File: src/rtl/cdec_pkg.sv
// ---------------------------------------------------------------------------
// cdec_pkg
// Shared encodings for the CDEC 8-bit CPU sequencer: sequencer states,
// opcodes, Xbus source/destination codes, ALU operations, and helpers that
// map instruction fields onto bus and ALU codes.
// ---------------------------------------------------------------------------
package cdec_pkg;

   // Sequencer states. The numeric values are visible on dbg_state.
   typedef enum logic [3:0] {
      ST_F0   = 4'd0,
      ST_F1   = 4'd1,
      ST_F2   = 4'd2,
      ST_F3   = 4'd3,
      ST_E0   = 4'd4,
      ST_E1   = 4'd5,
      ST_E2   = 4'd6,
      ST_E3   = 4'd7,
      ST_HALT = 4'd8
   } state_t;

   // Opcodes held in I[7:4]
   localparam logic [3:0] OP_NOP  = 4'h0;
   localparam logic [3:0] OP_MOV  = 4'h1;
   localparam logic [3:0] OP_LDI  = 4'h2;
   localparam logic [3:0] OP_LD   = 4'h3;
   localparam logic [3:0] OP_ST   = 4'h4;
   localparam logic [3:0] OP_ADD  = 4'h5;
   localparam logic [3:0] OP_SUB  = 4'h6;
   localparam logic [3:0] OP_AND  = 4'h7;
   localparam logic [3:0] OP_OR   = 4'h8;
   localparam logic [3:0] OP_XOR  = 4'h9;
   localparam logic [3:0] OP_JMP  = 4'hA;
   localparam logic [3:0] OP_JZ   = 4'hB;
   localparam logic [3:0] OP_JC   = 4'hC;
   localparam logic [3:0] OP_JS   = 4'hD;
   localparam logic [3:0] OP_HALT = 4'hF;

   // Xbus sources
   localparam logic [2:0] SRC_PC  = 3'd0;
   localparam logic [2:0] SRC_A   = 3'd1;
   localparam logic [2:0] SRC_B   = 3'd2;
   localparam logic [2:0] SRC_C   = 3'd3;
   localparam logic [2:0] SRC_R   = 3'd4;
   localparam logic [2:0] SRC_RD  = 3'd5;
   localparam logic [2:0] SRC_FLG = 3'd6;
   localparam logic [2:0] SRC_FF  = 3'd7;

   // Xbus destinations
   localparam logic [2:0] DST_PC  = 3'd0;
   localparam logic [2:0] DST_A   = 3'd1;
   localparam logic [2:0] DST_B   = 3'd2;
   localparam logic [2:0] DST_C   = 3'd3;
   localparam logic [2:0] DST_MAR = 3'd4;
   localparam logic [2:0] DST_WDR = 3'd5;
   localparam logic [2:0] DST_T   = 3'd6;
   localparam logic [2:0] DST_I   = 3'd7;

   // ALU operations
   localparam logic [3:0] ALU_PASS = 4'd0;
   localparam logic [3:0] ALU_INC  = 4'd1;
   localparam logic [3:0] ALU_ADD  = 4'd2;
   localparam logic [3:0] ALU_SUB  = 4'd3;
   localparam logic [3:0] ALU_AND  = 4'd4;
   localparam logic [3:0] ALU_OR   = 4'd5;
   localparam logic [3:0] ALU_XOR  = 4'd6;

   // Register field (0 A, 1 B, 2 C, 3 PC) to Xbus code. Source and
   // destination codes coincide for A/B/C/PC, so one mapping serves both.
   function automatic logic [2:0] regToBus(input logic [1:0] r);
      return (r == 2'd3) ? 3'd0 : ({1'b0, r} + 3'd1);
   endfunction

   // Two-operand opcode to ALU operation; anything else passes through.
   function automatic logic [3:0] aluForOp(input logic [3:0] op);
      case (op)
         OP_ADD:  return ALU_ADD;
         OP_SUB:  return ALU_SUB;
         OP_AND:  return ALU_AND;
         OP_OR:   return ALU_OR;
         OP_XOR:  return ALU_XOR;
         default: return ALU_PASS;
      endcase
   endfunction

endpackage

File: src/rtl/cdec_decode.sv
// ---------------------------------------------------------------------------
// cdec_decode
// Combinational microcode: for the current sequencer step, the instruction
// and the flags, produce the single Xbus transfer of the cycle.
// Ports:
//   i_state     current sequencer state
//   i_instr     instruction register {opcode, rd, rs}
//   i_szcy      flags {S,Z,Cy}
//   o_xsrc      Xbus source code
//   o_xdst      Xbus destination code
//   o_aluop     ALU operation
//   o_rwe       1 = real transfer this cycle
//   o_flgwe     load flags from the ALU
//   o_memWe     memory write strobe
//   o_lastStep  1 = this execute step finishes the instruction
// ---------------------------------------------------------------------------
module cdec_decode
   import cdec_pkg::*;
(
   input  state_t      i_state,
   input  logic [7:0]  i_instr,
   input  logic [2:0]  i_szcy,
   output logic [2:0]  o_xsrc,
   output logic [2:0]  o_xdst,
   output logic [3:0]  o_aluop,
   output logic        o_rwe,
   output logic        o_flgwe,
   output logic        o_memWe,
   output logic        o_lastStep
);

   logic [3:0] w_op;
   logic [2:0] w_rdBus;
   logic [2:0] w_rsBus;
   logic       w_isAlu;
   logic       w_isImm;
   logic       w_taken;

   assign w_op    = i_instr[7:4];
   assign w_rdBus = regToBus(i_instr[3:2]);
   assign w_rsBus = regToBus(i_instr[1:0]);
   assign w_isAlu = (w_op >= OP_ADD) && (w_op <= OP_XOR);
   // LDI and all jumps share the immediate-fetch steps E0..E2
   assign w_isImm = (w_op == OP_LDI) || ((w_op >= OP_JMP) && (w_op <= OP_JS));

   // Jump condition, evaluated on the flags present during E3
   always_comb begin
      w_taken = 1'b0;
      case (w_op)
         OP_JMP:  w_taken = 1'b1;
         OP_JZ:   w_taken = i_szcy[1];
         OP_JC:   w_taken = i_szcy[0];
         OP_JS:   w_taken = i_szcy[2];
         default: w_taken = 1'b0;
      endcase
   end

   // One transfer per step. Anything not listed falls back to an idle
   // PC->PC cycle that also marks the instruction as finished.
   always_comb begin
      o_xsrc     = SRC_PC;
      o_xdst     = DST_PC;
      o_aluop    = ALU_PASS;
      o_rwe      = 1'b0;
      o_flgwe    = 1'b0;
      o_memWe    = 1'b0;
      o_lastStep = 1'b1;
      case (i_state)
         ST_F0: begin
            o_xsrc = SRC_PC; o_xdst = DST_MAR; o_rwe = 1'b1; o_lastStep = 1'b0;
         end
         ST_F1: begin
            o_xsrc = SRC_PC; o_xdst = DST_T; o_aluop = ALU_INC;
            o_rwe = 1'b1; o_lastStep = 1'b0;
         end
         ST_F2: begin
            o_xsrc = SRC_R; o_xdst = DST_PC; o_rwe = 1'b1; o_lastStep = 1'b0;
         end
         ST_F3: begin
            o_xsrc = SRC_RD; o_xdst = DST_I; o_rwe = 1'b1; o_lastStep = 1'b0;
         end
         ST_E0: begin
            o_rwe      = 1'b1;
            o_lastStep = 1'b0;
            if (w_op == OP_MOV) begin
               o_xsrc = w_rsBus; o_xdst = w_rdBus; o_lastStep = 1'b1;
            end else if (w_isImm) begin
               o_xsrc = SRC_PC; o_xdst = DST_MAR;
            end else if (w_op == OP_LD) begin
               o_xsrc = w_rsBus; o_xdst = DST_MAR;
            end else if (w_op == OP_ST) begin
               o_xsrc = w_rdBus; o_xdst = DST_MAR;
            end else if (w_isAlu) begin
               o_xsrc = w_rsBus; o_xdst = DST_T;
            end else begin
               o_rwe = 1'b0; o_lastStep = 1'b1;
            end
         end
         ST_E1: begin
            o_rwe      = 1'b1;
            o_lastStep = 1'b0;
            if (w_isImm) begin
               o_xsrc = SRC_PC; o_xdst = DST_T; o_aluop = ALU_INC;
            end else if (w_op == OP_LD) begin
               o_xsrc = SRC_RD; o_xdst = w_rdBus; o_lastStep = 1'b1;
            end else if (w_op == OP_ST) begin
               o_xsrc = w_rsBus; o_xdst = DST_WDR;
            end else if (w_isAlu) begin
               o_xsrc = w_rdBus; o_xdst = DST_T;
               o_aluop = aluForOp(w_op); o_flgwe = 1'b1;
            end else begin
               o_rwe = 1'b0; o_lastStep = 1'b1;
            end
         end
         ST_E2: begin
            o_rwe      = 1'b1;
            o_lastStep = 1'b1;
            if (w_isImm) begin
               o_xsrc = SRC_R; o_xdst = DST_PC; o_lastStep = 1'b0;
            end else if (w_op == OP_ST) begin
               o_rwe = 1'b0; o_memWe = 1'b1;
            end else if (w_isAlu) begin
               o_xsrc = SRC_R; o_xdst = w_rdBus;
            end else begin
               o_rwe = 1'b0;
            end
         end
         ST_E3: begin
            if (w_op == OP_LDI) begin
               o_xsrc = SRC_RD; o_xdst = w_rdBus; o_rwe = 1'b1;
            end else if (w_isImm && w_taken) begin
               o_xsrc = SRC_RD; o_xdst = DST_PC; o_rwe = 1'b1;
            end
         end
         default: begin
         end
      endcase
   end

endmodule

File: src/rtl/control_unit.sv
// ---------------------------------------------------------------------------
// control_unit
// Microcoded sequencer for the CDEC 8-bit CPU: a 4-cycle fetch followed by
// an opcode-specific execute sequence, gated by run and stopped by HALT.
// Ports:
//   clock, reset   system clock (rising edge), async active-high reset
//   run            1 = advance, 0 = freeze state and issue idle cycles
//   I              instruction register
//   SZCy           flags {S,Z,Cy}
//   xsrc, xdst     Xbus transfer of the cycle
//   aluop          ALU operation
//   Rwe            1 = real transfer
//   FLGwe          load flags from the ALU
//   mem_we         memory write strobe
//   halted         1 while in HALT
//   dbg_state      current state encoding
// ---------------------------------------------------------------------------
module control_unit
   import cdec_pkg::*;
(
   input  logic       clock,
   input  logic       reset,
   input  logic       run,
   input  logic [7:0] I,
   input  logic [2:0] SZCy,
   output logic [2:0] xsrc,
   output logic [2:0] xdst,
   output logic [3:0] aluop,
   output logic       Rwe,
   output logic       FLGwe,
   output logic       mem_we,
   output logic       halted,
   output logic [3:0] dbg_state
);

   state_t     r_state;
   state_t     w_nextState;
   logic [2:0] w_xsrc;
   logic [2:0] w_xdst;
   logic [3:0] w_aluop;
   logic       w_rwe;
   logic       w_flgwe;
   logic       w_memWe;
   logic       w_lastStep;
   logic       w_active;

   cdec_decode uDecode (
      .i_state    (r_state),
      .i_instr    (I),
      .i_szcy     (SZCy),
      .o_xsrc     (w_xsrc),
      .o_xdst     (w_xdst),
      .o_aluop    (w_aluop),
      .o_rwe      (w_rwe),
      .o_flgwe    (w_flgwe),
      .o_memWe    (w_memWe),
      .o_lastStep (w_lastStep)
   );

   // State register: only moves while run is high
   always_ff @(posedge clock or posedge reset) begin
      if (reset) begin
         r_state <= ST_F0;
      end else if (run) begin
         r_state <= w_nextState;
      end
   end

   // Next step. After F3 the freshly loaded opcode picks the path; the
   // last execute step goes straight back to F0 with no bubble.
   always_comb begin
      w_nextState = r_state;
      case (r_state)
         ST_F0: w_nextState = ST_F1;
         ST_F1: w_nextState = ST_F2;
         ST_F2: w_nextState = ST_F3;
         ST_F3: begin
            if (I[7:4] == OP_HALT) begin
               w_nextState = ST_HALT;
            end else if ((I[7:4] == OP_NOP) || (I[7:4] > OP_JS)) begin
               w_nextState = ST_F0;
            end else begin
               w_nextState = ST_E0;
            end
         end
         ST_E0:   w_nextState = w_lastStep ? ST_F0 : ST_E1;
         ST_E1:   w_nextState = w_lastStep ? ST_F0 : ST_E2;
         ST_E2:   w_nextState = w_lastStep ? ST_F0 : ST_E3;
         ST_E3:   w_nextState = ST_F0;
         ST_HALT: w_nextState = ST_HALT;
         default: w_nextState = ST_F0;
      endcase
   end

   // Any cycle that does not advance (run low, reset held, HALT) is an
   // idle PC->PC cycle with every strobe low.
   assign w_active = run && !reset && (r_state != ST_HALT);

   always_comb begin
      xsrc   = SRC_PC;
      xdst   = DST_PC;
      aluop  = ALU_PASS;
      Rwe    = 1'b0;
      FLGwe  = 1'b0;
      mem_we = 1'b0;
      if (w_active) begin
         xsrc   = w_xsrc;
         xdst   = w_xdst;
         aluop  = w_aluop;
         Rwe    = w_rwe;
         FLGwe  = w_flgwe;
         mem_we = w_memWe;
      end
   end

   assign halted    = (r_state == ST_HALT);
   assign dbg_state = r_state;

endmodule

File: config.mk
export PLATFORM = sky130hd
export DESIGN_NAME = control_unit
export DESIGN_NICKNAME = d
export VERILOG_FILES = /design/src/rtl/cdec_pkg.sv /design/src/rtl/cdec_decode.sv /design/src/rtl/control_unit.sv
export SDC_FILE = /design/constraint.sdc
export NUM_CORES = 1
export LEC_CHECK = 0
export ABC_AREA = 1
export BUFFER_PORTS_ARGS = -buffer_cell sky130_fd_sc_hd__buf_2
export CORE_AREA = 8 8 60 62
export DETAILED_ROUTE_END_ITERATION = 8
export DIE_AREA = 0 0 68 70
export PLACE_DENSITY = 0.75
export SYNTH_ARGS = -nofsm -noshare
export SYNTH_HDL_FRONTEND = slang
export SYNTH_HIERARCHICAL = 1
export SYNTH_SLANG_ARGS = --single-unit
File: constraint.sdc
create_clock -name clock -period 1.25 [get_ports clock]
set_input_delay 0.0625 -clock clock [delete_from_list [all_inputs] [get_ports clock]]
set_output_delay 0.0625 -clock clock [all_outputs]
set_load 0.05 [all_outputs]
==> results of run 1 <==
[worst max-delay path, delay by kind of cell (launching register included)]
kind / cells / cell delay [ns]
and+or+nand+nor: 6 / 0.68
DFF: 1 / 0.43
buffers and inverters: 4 / 0.40
[area by class of cell]
class,count,area [µm²],share of cell area [%]
Clock buffer,3,22.5,1.14
Sequential cell,4,105,5.31
Inverter,44,170,8.60
Tap cell,31,38.8,1.96
Timing Repair Buffer,76,672,34.0
Multi-Input combinational cell,160,970,49.0
[layout by cell type, fill, tap and decap left out, drive strengths merged]
master and n:
a21oi 4, a221oi 1, buf 75, clkbuf 3, conb 1, dfrtp 4, dlygate4sd3 1, ha 2
inv 44, nand2 71, nand3 21, nand4 6, nor2 44, nor3 1, nor3b 1, o211ai 1
o21ai 7
[what timing repair did]
action                     in CTS  in global routing
gates cloned                    1                  0
pin swaps                      10                 16
hold buffers                    1                  0
setup endpoints to repair      16                 17
hold endpoints to repair        4                  0
resized for setup              59                 32
buffers inserted                7                  2
[cell families (layout without fill, tap and decap cells)]
logic type / count (synthesis) / count (layout)
buffers and inverters: 47 / 123
other: 1 / 1
AO/OA/AOI/OAI: 13 / 13
adder cells (fa/ha/maj): 2 / 2
AND/OR/NAND/NOR: 144 / 144
flip-flops: 4 / 4
[power by group through the flow]
stage	logic (µW)	clock network, µW	registers [µW]
3_3_place_gp	1540	0	211
5_1_grt	2220	169	241
2_1_floorplan	864	0	390
4_1_cts	1850	165	219
6_report	2100	162	236
3_5_place_dp	1560	0	212
[per-layer routing]
| metal | share of wire (%) | vias up | track usage [%] | wire length (µm) |
|---|---|---|---|---|
| met5 | 0 | - | 0 | 0 |
| met4 | 5.2 | 0 | 8.43 | 227 |
| li1 | - | 797 | - | - |
| met2 | 53 | 62 | 27.7 | 2320 |
| met3 | 5.8 | 25 | 2.23 | 256 |
| met1 | 36 | 753 | 17.2 | 1600 |
[final timing paths]
| kind | start | endpoint | slack, ns | depth (start not counted) |
|---|---|---|---|---|
| setup / recovery | dbg_state[3] | Rwe | -0.57 | 10 |
| hold / removal | run | dbg_state[0] | 0.13 | 2 |
| setup reg to reg | dbg_state[3] | dbg_state[2] | -0.36 | 12 |
| hold reg to reg | dbg_state[1] | dbg_state[1] | 0.68 | 3 |
| max in group asynchronous | reset | dbg_state[3] | 0.77 | 4 |
| min in group asynchronous | reset | dbg_state[0] | 0.37 | 4 |
[through the flow]
step / setup WS [ns] / hold WS, ns
after floorplan: -0.349 / -0.140
after global placement: -0.359 / 0.0935
after detailed placement: -0.403 / 0.0908
after CTS: -0.437 / 0.119
after global routing: -0.611 / 0.148
final: -0.569 / 0.125
==> metrics.cfg, run 1 <==
[status]
outcome=finished with violations
violations=negative setup slack

[yosys]
ys_top_cells_by_area=nand2_1 (23%), inv_1 (13%), nor2_4 (11%), dfrtp_1 (8.9%), nor2_1 (8.7%)
syn_area_per_cell_um2=5.33
yosysWarnings=6
synth_top_family_by_area=simple AND/OR/NAND/NOR gates
synth-simple-area-share_pct=64.0
synth-edff-count=0
yosysTopAreaCellShare_pct=23.1
async_reset_ff_share_pct=100
syn_nets=227
synth-seq-cells=4
synth_compound_area_share_pct=6.35
ys.flop_type=dfrtp_1
synth_seq_area_share_pct=8.91
yosysUniqueCellTypes=24
muxShareOfSynthArea_pct=0
syn_area_um2=1120
synthTopCellsByCount=nand2_1 (69), inv_1 (38), nor2_1 (26)
syn_inst=211
synth_area_leader_cell=nand2_1
synthAdderAreaFrac_pct=2.23
synth-xor-area-share_pct=0
synth.most_common_cell=nand2_1

[pwr]
netSwitchingFraction_pct=55.8
ir_drop_v=0.00162
seqPwrFrac_pct=9.5
combPwrFrac_pct=84.1
p_int_uw=1100
pwr-share-clk_pct=6.5
p_leak_uw=0.00101
p_total_uw=2500
power_density_nw_per_um2=1260
p_sw_uw=1390

[flow_run]
cap_violations=0

[setup_path]
crit_path_frequent_cell=inv_2
path_cells=inv_2 -> nand2_4 -> nor2_4 -> inv_2 -> nor2_1 -> nor2_2 -> nand2_2 -> inv_2 -> nor2_4 -> buf_8
path_max_fanout=4
slowest_delay_ns=0.43
slowest_stage=dfrtp_2
start_kind=flop
criticalPathCategory=reg2out
worst_ep_required_time_ns=1.19
crit_arrival_ns=1.76
worstSetupEndpointType=primary output

[die]
ios=32
dieArea_um2=4760
num_rows=19
die_x_um=68
start_util_pct=42.2
die_h_um=70
core_um2=2660

[finish]
largest_reg_flops=4
postLayoutCoreUtil_pct=74.3
final_nets=305
diodes=0
layout.cells.non_filler=318
drive_gt1_share_pct=53.7
n_fill_cell=208
areaGrowthSynthToFinish_pct=76.1
postLayoutCellArea_um2=1980

[detailed_routing]
finalWirelength_um=4400
wl_per_cell_um=13.8
drt_iter0_drc=126
dr.pass1.iters=4
via_per_inst=5.15
ant_nets=0
vias=1637
drc_errors=0

[global_route]
grt_start_max_net_pins=9
grt_pass1_wl_um=6320
grt_pass1_vias=1570
antenna_found_initial=0
grt_use_total_pct=15.8
overflow=0

[worst_hold_path]
hp-class=in2reg

[timing]
setup_viol_count_final=16
slew-limit-headroom_pct=40.8
hold_viol=0
finClkSkew_ns=0.0000620
setup_ws_ns=-0.569
maxSlewViolCount=0
layout_min_cycle_time_ns=1.82
rsz0062_at_grt=true
finalCritPeriodShare_pct=146
setup-tns-final_ns=-6.76
fmax_mhz=550
tightestPinTransition_ns=0.884

[clock_tree]
cts_made_buffers=3
cts_tree=done
clock_path_buffers=2
clock-sinks=4
cts_htree_levels=1
clk_transition_reported_paths_ns=0.04
cts-root-buf=clkbuf_4
clk_latency_ns=0.24

[placement]
gp_congestion=0.931
port_buffers=30
dp_cells=306
place_area_um2=1600
hpwl_um=2770

Power figures use the tool's default switching activity.
==> run 2: changes to the inputs <==
--- a/config.mk
+++ b/config.mk
@@ -10,7 +10,7 @@
 export CORE_AREA = 8 8 60 62
 export DETAILED_ROUTE_END_ITERATION = 8
 export DIE_AREA = 0 0 68 70
-export PLACE_DENSITY = 0.75
+export PLACE_DENSITY = 0.72
 export SYNTH_ARGS = -nofsm -noshare
 export SYNTH_HDL_FRONTEND = slang
 export SYNTH_HIERARCHICAL = 1
==> constraint.sdc (replaced) <==
create_clock -name clock -period 2 [get_ports clock]
set_input_delay 0.1 -clock clock [delete_from_list [all_inputs] [get_ports clock]]
set_output_delay 0.1 -clock clock [all_outputs]
set_load 0.05 [all_outputs]
==> run 2 against run 1 <==
Net effect:
- the flow now finishes without violations
- non-clock buffer count shrank 37
- clock power is 39% lower
- die area stayed put
- sequential power is 42% lower
- worst hold slack better by 0.037 ns
- final area down 29%
- combinational power is 59% lower
- via count down 17%
- highest routed layer unchanged
- first-iteration DRC count is 75% lower
- largest power group unchanged
==> metrics.cfg, run 2 (same netlist as run 1, synthesis figures left out) <==
[clock_tree]
cts_tree=done
clk_latency_ns=0.24  ; about the same
cts_made_buffers=3  ; unchanged
clock-sinks=4  ; unchanged
clk_transition_reported_paths_ns=0.04  ; about the same
clock_path_buffers=2  ; unchanged
cts_htree_levels=1  ; unchanged
cts-root-buf=clkbuf_4

[detailed_routing]
ant_nets=0  ; unchanged
drt_iter0_drc=32  ; -75%
vias=1354  ; -17%
wl_per_cell_um=10.7  ; -22%
via_per_inst=4.82  ; -6.4%
finalWirelength_um=3020  ; -31%
drc_errors=0  ; unchanged
dr.pass1.iters=4  ; unchanged

[global_route]
grt_pass1_vias=1262  ; -20%
grt_use_total_pct=12.9  ; -2.9 points
grt_start_max_net_pins=14  ; +5
antenna_found_initial=0  ; unchanged
grt_pass1_wl_um=5150  ; -19%
overflow=0  ; unchanged

[setup_path]
crit_path_frequent_cell=inv_1
slowest_stage=dfrtp_2
path_cells=inv_1 -> nand4_1 -> a221oi_1 -> inv_1 -> nor2_4 -> buf_2
crit_arrival_ns=1.82  ; +0.06 ns
worstSetupEndpointType=primary output
slowest_delay_ns=0.43  ; about the same
worst_ep_required_time_ns=1.90  ; +0.71 ns
criticalPathCategory=reg2out
crit_start=dbg_state[3]
path_max_fanout=5  ; +1
start_kind=flop
r2r-start=dbg_state[0]

[finish]
final_common_cell=nand2_1
largest_reg_flops=4  ; unchanged
postLayoutCoreUtil_pct=53.0  ; -21 points
final_nets=268  ; -12%
drive_gt1_share_pct=32.0  ; -22 points
mostFrequentLayoutCells=nand2_1 (68), inv_1 (37), buf_2 (24)
areaGrowthSynthToFinish_pct=25.6
diodes=0  ; unchanged
layout.cells.non_filler=281  ; -12%
n_fill_cell=289  ; +39%

[status]
outcome=finished clean

[timing]
tightestPinTransition_ns=0.886  ; +0.00199 ns
setup_viol_count_final=0  ; -16
setup-tns-final_ns=0  ; +6.76 ns
layout_min_cycle_time_ns=1.92
maxSlewViolCount=0  ; unchanged
fmax_mhz=520
hold_viol=0  ; unchanged
finClkSkew_ns=0.00222  ; +0.00216 ns
rsz0062_at_grt=true
slew-limit-headroom_pct=40.7  ; -0.13 points
finalCritPeriodShare_pct=96.2
hold_ws_ns=0.162  ; +0.0368 ns

[pwr]
ir_drop_v=0.000738  ; -54%
p_leak_uw=0.000786  ; -22%
p_total_uw=1090  ; -56%
power_density_nw_per_um2=770  ; -39%

[worst_hold_path]
hp-class=in2reg
hp-start=run

[placement]
port_buffers=30  ; unchanged
gp_congestion=0.887  ; -4.7%
hpwl_um=2470  ; -11%
dp_cells=272  ; -11%

[die]
num_rows=19  ; unchanged
ios=32  ; unchanged
core_um2=2660  ; unchanged
die_x_um=68  ; unchanged
dieArea_um2=4760  ; unchanged
start_util_pct=42.2  ; unchanged
die_h_um=70  ; unchanged

[flow_run]
cap_violations=0  ; unchanged

run 2: changes by cell type in the layout (fill, tap and decap cells not counted), sizes merged:
cell | previous run | this run
buf | 75 | 38
run 2: critical path: cells and delay by family, from the launching register on:
kind / cells / cell delay, ns
flops: 1 / 0.43
buf+inv: 3 / 0.48
compound gates: 1 / 0.34
simple gates: 2 / 0.32
run 2: worst paths after layout:
check                          endpoint  slack, ns  depth (start not counted)
max in group asynchronous  dbg_state[0]       1.47                          3
hold / removal             dbg_state[3]       0.16                          3
setup / recovery               aluop[1]       0.08                          6
hold reg to reg            dbg_state[3]       0.55                          2
setup reg to reg           dbg_state[0]       0.28                          9
min in group asynchronous  dbg_state[2]       0.32                          3
run 2: what timing repair did:
action                                 CTS  global route
gates resized for setup                  6            11
pin swaps                                1             2
setup buffers                            0             5
setup endpoints to repair                6            10
endpoints found under the hold margin    4             0
hold buffers                             1             0
run 2: power breakdown:
| part | total [µW] | internal [µW] | switching [µW] | leakage (µW) |
|---|---|---|---|---|
| Clock | 99.6 | 67.1 | 32.6 | 0.0000138 |
| Combinational | 851 | 270 | 580 | 0.000723 |
| Sequential | 136 | 108 | 28.8 | 0.0000483 |
| Total | 1090 | 445 | 642 | 0.000786 |
run 2: area by class of cell:
cell class	count	area (µm²)	area share, %
multi-input combinational	160	840	59.5
timing repair buffer	39	243	17.2
inverter	44	165	11.7
sequential	4	103	7.27
tap	31	38.8	2.75
clock buffer	3	22.5	1.60
run 2: metal layers:
| metal | global-route usage (%) | part of all wire [%] |
|---|---|---|
| met1 | 15.6 | 42 |
| met2 | 22.5 | 50 |
| met3 | 1.12 | 6.8 |
| met4 | 4.10 | 0.73 |
| met5 | 0 | 0 |
run 2: metrics by stage:
stage / setup WS, ns / cell area (µm²)
floorplan: 0.0141 / 1130
global placement: 0.158 / 1300
detailed placement: 0.108 / 1300
CTS: 0.00182 / 1350
global route: -0.0197 / 1410
finish: 0.0770 / 1410
==> run 3: changes to the inputs <==
--- a/config.mk
+++ b/config.mk
@@ -10,7 +10,7 @@
 export CORE_AREA = 8 8 60 62
 export DETAILED_ROUTE_END_ITERATION = 8
 export DIE_AREA = 0 0 68 70
-export PLACE_DENSITY = 0.72
+export PLACE_DENSITY = 0.75
 export SYNTH_ARGS = -nofsm -noshare
 export SYNTH_HDL_FRONTEND = slang
 export SYNTH_HIERARCHICAL = 1
==> constraint.sdc (replaced) <==
create_clock -name clock -period 1.6 [get_ports clock]
set_input_delay 0.08 -clock clock [delete_from_list [all_inputs] [get_ports clock]]
set_output_delay 0.08 -clock clock [all_outputs]
set_load 0.05 [all_outputs]
==> run 3 against run 2 <==
Net effect:
- the run now ends with negative setup slack left
- core utilization increased by 9.4 points
- non-clock buffer count increased by 10
- combinational power increased by 52%
- register-to-register slack got worse by 0.17 ns
- sequential share of layout area decreased by 0.95 points
- via count increased by 4.4%
- first-iteration DRC count increased by 56%
- power increased by 46%
- final area increased by 18%
- critical path type unchanged
- largest cell class unchanged
- highest routed layer unchanged
==> metrics.cfg, run 3 (same netlist as run 1, synthesis figures left out) <==
[finish]
drive_gt1_share_pct=43.1  ; +11 points
mostFrequentLayoutCells=nand2_1 (66), inv_1 (29), buf_2 (18)
n_fill_cell=277  ; -4.2%
layout.cells.non_filler=291  ; +3.6%
diodes=0  ; unchanged
final_nets=278  ; +3.7%
largest_reg_flops=4  ; unchanged
final_common_cell=nand2_1
areaGrowthSynthToFinish_pct=48.0

[detailed_routing]
wl_per_cell_um=11.1  ; +2.9%
ant_nets=0  ; unchanged
finalWirelength_um=3220  ; +6.6%
drt_iter0_drc=50  ; +56%
drc_errors=0  ; unchanged
via_per_inst=4.86  ; +0.84%
vias=1414  ; +4.4%
dr.pass1.iters=4  ; unchanged

[clock_tree]
clk_latency_ns=0.23  ; about the same
cts_made_buffers=3  ; unchanged
clock-sinks=4  ; unchanged
clk_transition_reported_paths_ns=0.04  ; about the same
cts_tree=done
cts-root-buf=clkbuf_4
clock_path_buffers=2  ; unchanged
cts_htree_levels=1  ; unchanged

[placement]
dp_cells=281  ; +3.3%
port_buffers=30  ; unchanged
hpwl_um=2590  ; +4.7%
place_ws_ns=-0.0165  ; -0.125 ns
gp_congestion=0.974  ; +9.9%

[setup_path]
worst_ep_required_time_ns=1.52  ; -0.38 ns
crit_start=dbg_state[3]
crit_arrival_ns=1.60  ; -0.22 ns
path_max_fanout=6  ; +1
start_kind=flop
criticalPathCategory=reg2out
r2r_cells=11  ; +2
worstSetupEndpointType=primary output
reg2reg_to=dbg_state[2]
r2r_setup_slack_ns=0.11  ; -0.17 ns
r2r-start=dbg_state[3]

[timing]
setup_viol_count_final=10  ; +10
layout_min_cycle_time_ns=1.68
slew-limit-headroom_pct=40.7  ; about the same
finalCritPeriodShare_pct=105
rsz0062_at_grt=true
setup_ws_ns=-0.0815  ; -0.158 ns
finClkSkew_ns=0.00115  ; -0.00107 ns
maxSlewViolCount=0  ; unchanged
hold_viol=0  ; unchanged
fmax_mhz=595
tightestPinTransition_ns=0.887  ; +0.000313 ns

[die]
die_x_um=68  ; unchanged
dieArea_um2=4760  ; unchanged
start_util_pct=42.2  ; unchanged
ios=32  ; unchanged
num_rows=19  ; unchanged
core_um2=2660  ; unchanged
die_h_um=70  ; unchanged

[pwr]
netSwitchingFraction_pct=57.2  ; -1.8 points
p_leak_uw=0.000852  ; +8.5%
seqPwrFrac_pct=10.9  ; -1.7 points
p_int_uw=679  ; +53%
ir_drop_v=0.00113  ; +53%
p_sw_uw=908  ; +41%
pwr-share-clk_pct=7.7  ; -1.5 points
combPwrFrac_pct=81.4  ; +3.1 points
power_density_nw_per_um2=954  ; +24%

[global_route]
grt_pass1_vias=1338  ; +6.0%
overflow=0  ; unchanged
grt_pass1_wl_um=5460  ; +6.0%
grt_use_total_pct=13.7  ; +0.79 points
grt_start_max_net_pins=11  ; -3
antenna_found_initial=0  ; unchanged

[status]
violations=negative setup slack
outcome=finished with violations

[worst_hold_path]
hp-class=in2reg
whs_endpoint=dbg_state[2]
hold_depth=3  ; unchanged
hp-start=run

[flow_run]
cap_violations=0  ; unchanged

run 3: changes by cell type in the layout (fill, tap and decap cells not counted), moves of 3 or more:
cell / previous run / this run
buf_2: 24 / 18
buf_6: 2 / 12
buf_8: 0 / 3
inv_1: 37 / 29
inv_2: 7 / 13
nor2_1: 21 / 16
nor2_4: 12 / 17
run 3: area by class of cell:
cell class | instances | area (µm²) | area share (%)
timing repair buffer | 49 | 405 | 24.4
clock buffer | 3 | 22.5 | 1.35
inverter | 44 | 171 | 10.3
sequential | 4 | 105 | 6.32
tap | 31 | 38.8 | 2.33
multi-input combinational | 160 | 920 | 55.3
run 3: worst max-delay path: stages (launching register included):
cell and delay, ns:
dfrtp_2 0.40, inv_2 0.08, nand4_1 0.12, buf_4 0.18, inv_4 0.07, nand2_1 0.07, nand2_1 0.07, nor2_2 0.03
nand2_1 0.06, inv_2 0.04, nor2_4 0.08, buf_8 0.15
run 3: through the flow:
step	area [µm²]	util, %	hold slack, ns	total power (µW)	setup TNS [ns]
2_1_floorplan	1150	-	-0.122	976	-0.0210
3_3_place_gp	1400	52.6	-0.00171	1270	-0.0252
3_5_place_dp	1400	52.6	0.00465	1270	-0.0416
4_1_cts	1620	60.8	0.152	1540	-0.449
5_1_grt	1660	62.5	0.188	1710	-1.55
6_report	1660	62.5	0.156	1590	-0.484
run 3: worst max-delay path by stage:
stage | end
after floorplan | Rwe
after global placement | xsrc[2]
after detailed placement | xdst[1]
after CTS | xdst[1]
after global routing | Rwe
final | Rwe
run 3: layer usage:
layer / GRT usage, % / part of all wire [%] / vias to the layer above
met5: 0 / 0 / -
met4: 3.87 / 1.1 / 0
met3: 1.59 / 6.1 / 4
li1: - / - / 741
met1: 15.7 / 39 / 629
met2: 24.8 / 54 / 40
run 3: timing repair:
item | 4_1_cts | 5_1_grt
hold endpoints to repair | 4 | 0
buffers inserted | 6 | 0
pin swaps | 11 | 5
resized for setup | 48 | 11
endpoints found under the setup margin | 12 | 15
hold buffers | 1 | 0
run 3: power by group through the flow:
| stage | combinational [µW] | clock (µW) | sequential [µW] |
|---|---|---|---|
| 2_1_floorplan | 671 | 0 | 304 |
| 3_3_place_gp | 1110 | 0 | 165 |
| 3_5_place_dp | 1110 | 0 | 165 |
| 4_1_cts | 1230 | 128 | 173 |
| 5_1_grt | 1400 | 132 | 179 |
| 6_report | 1290 | 122 | 173 |
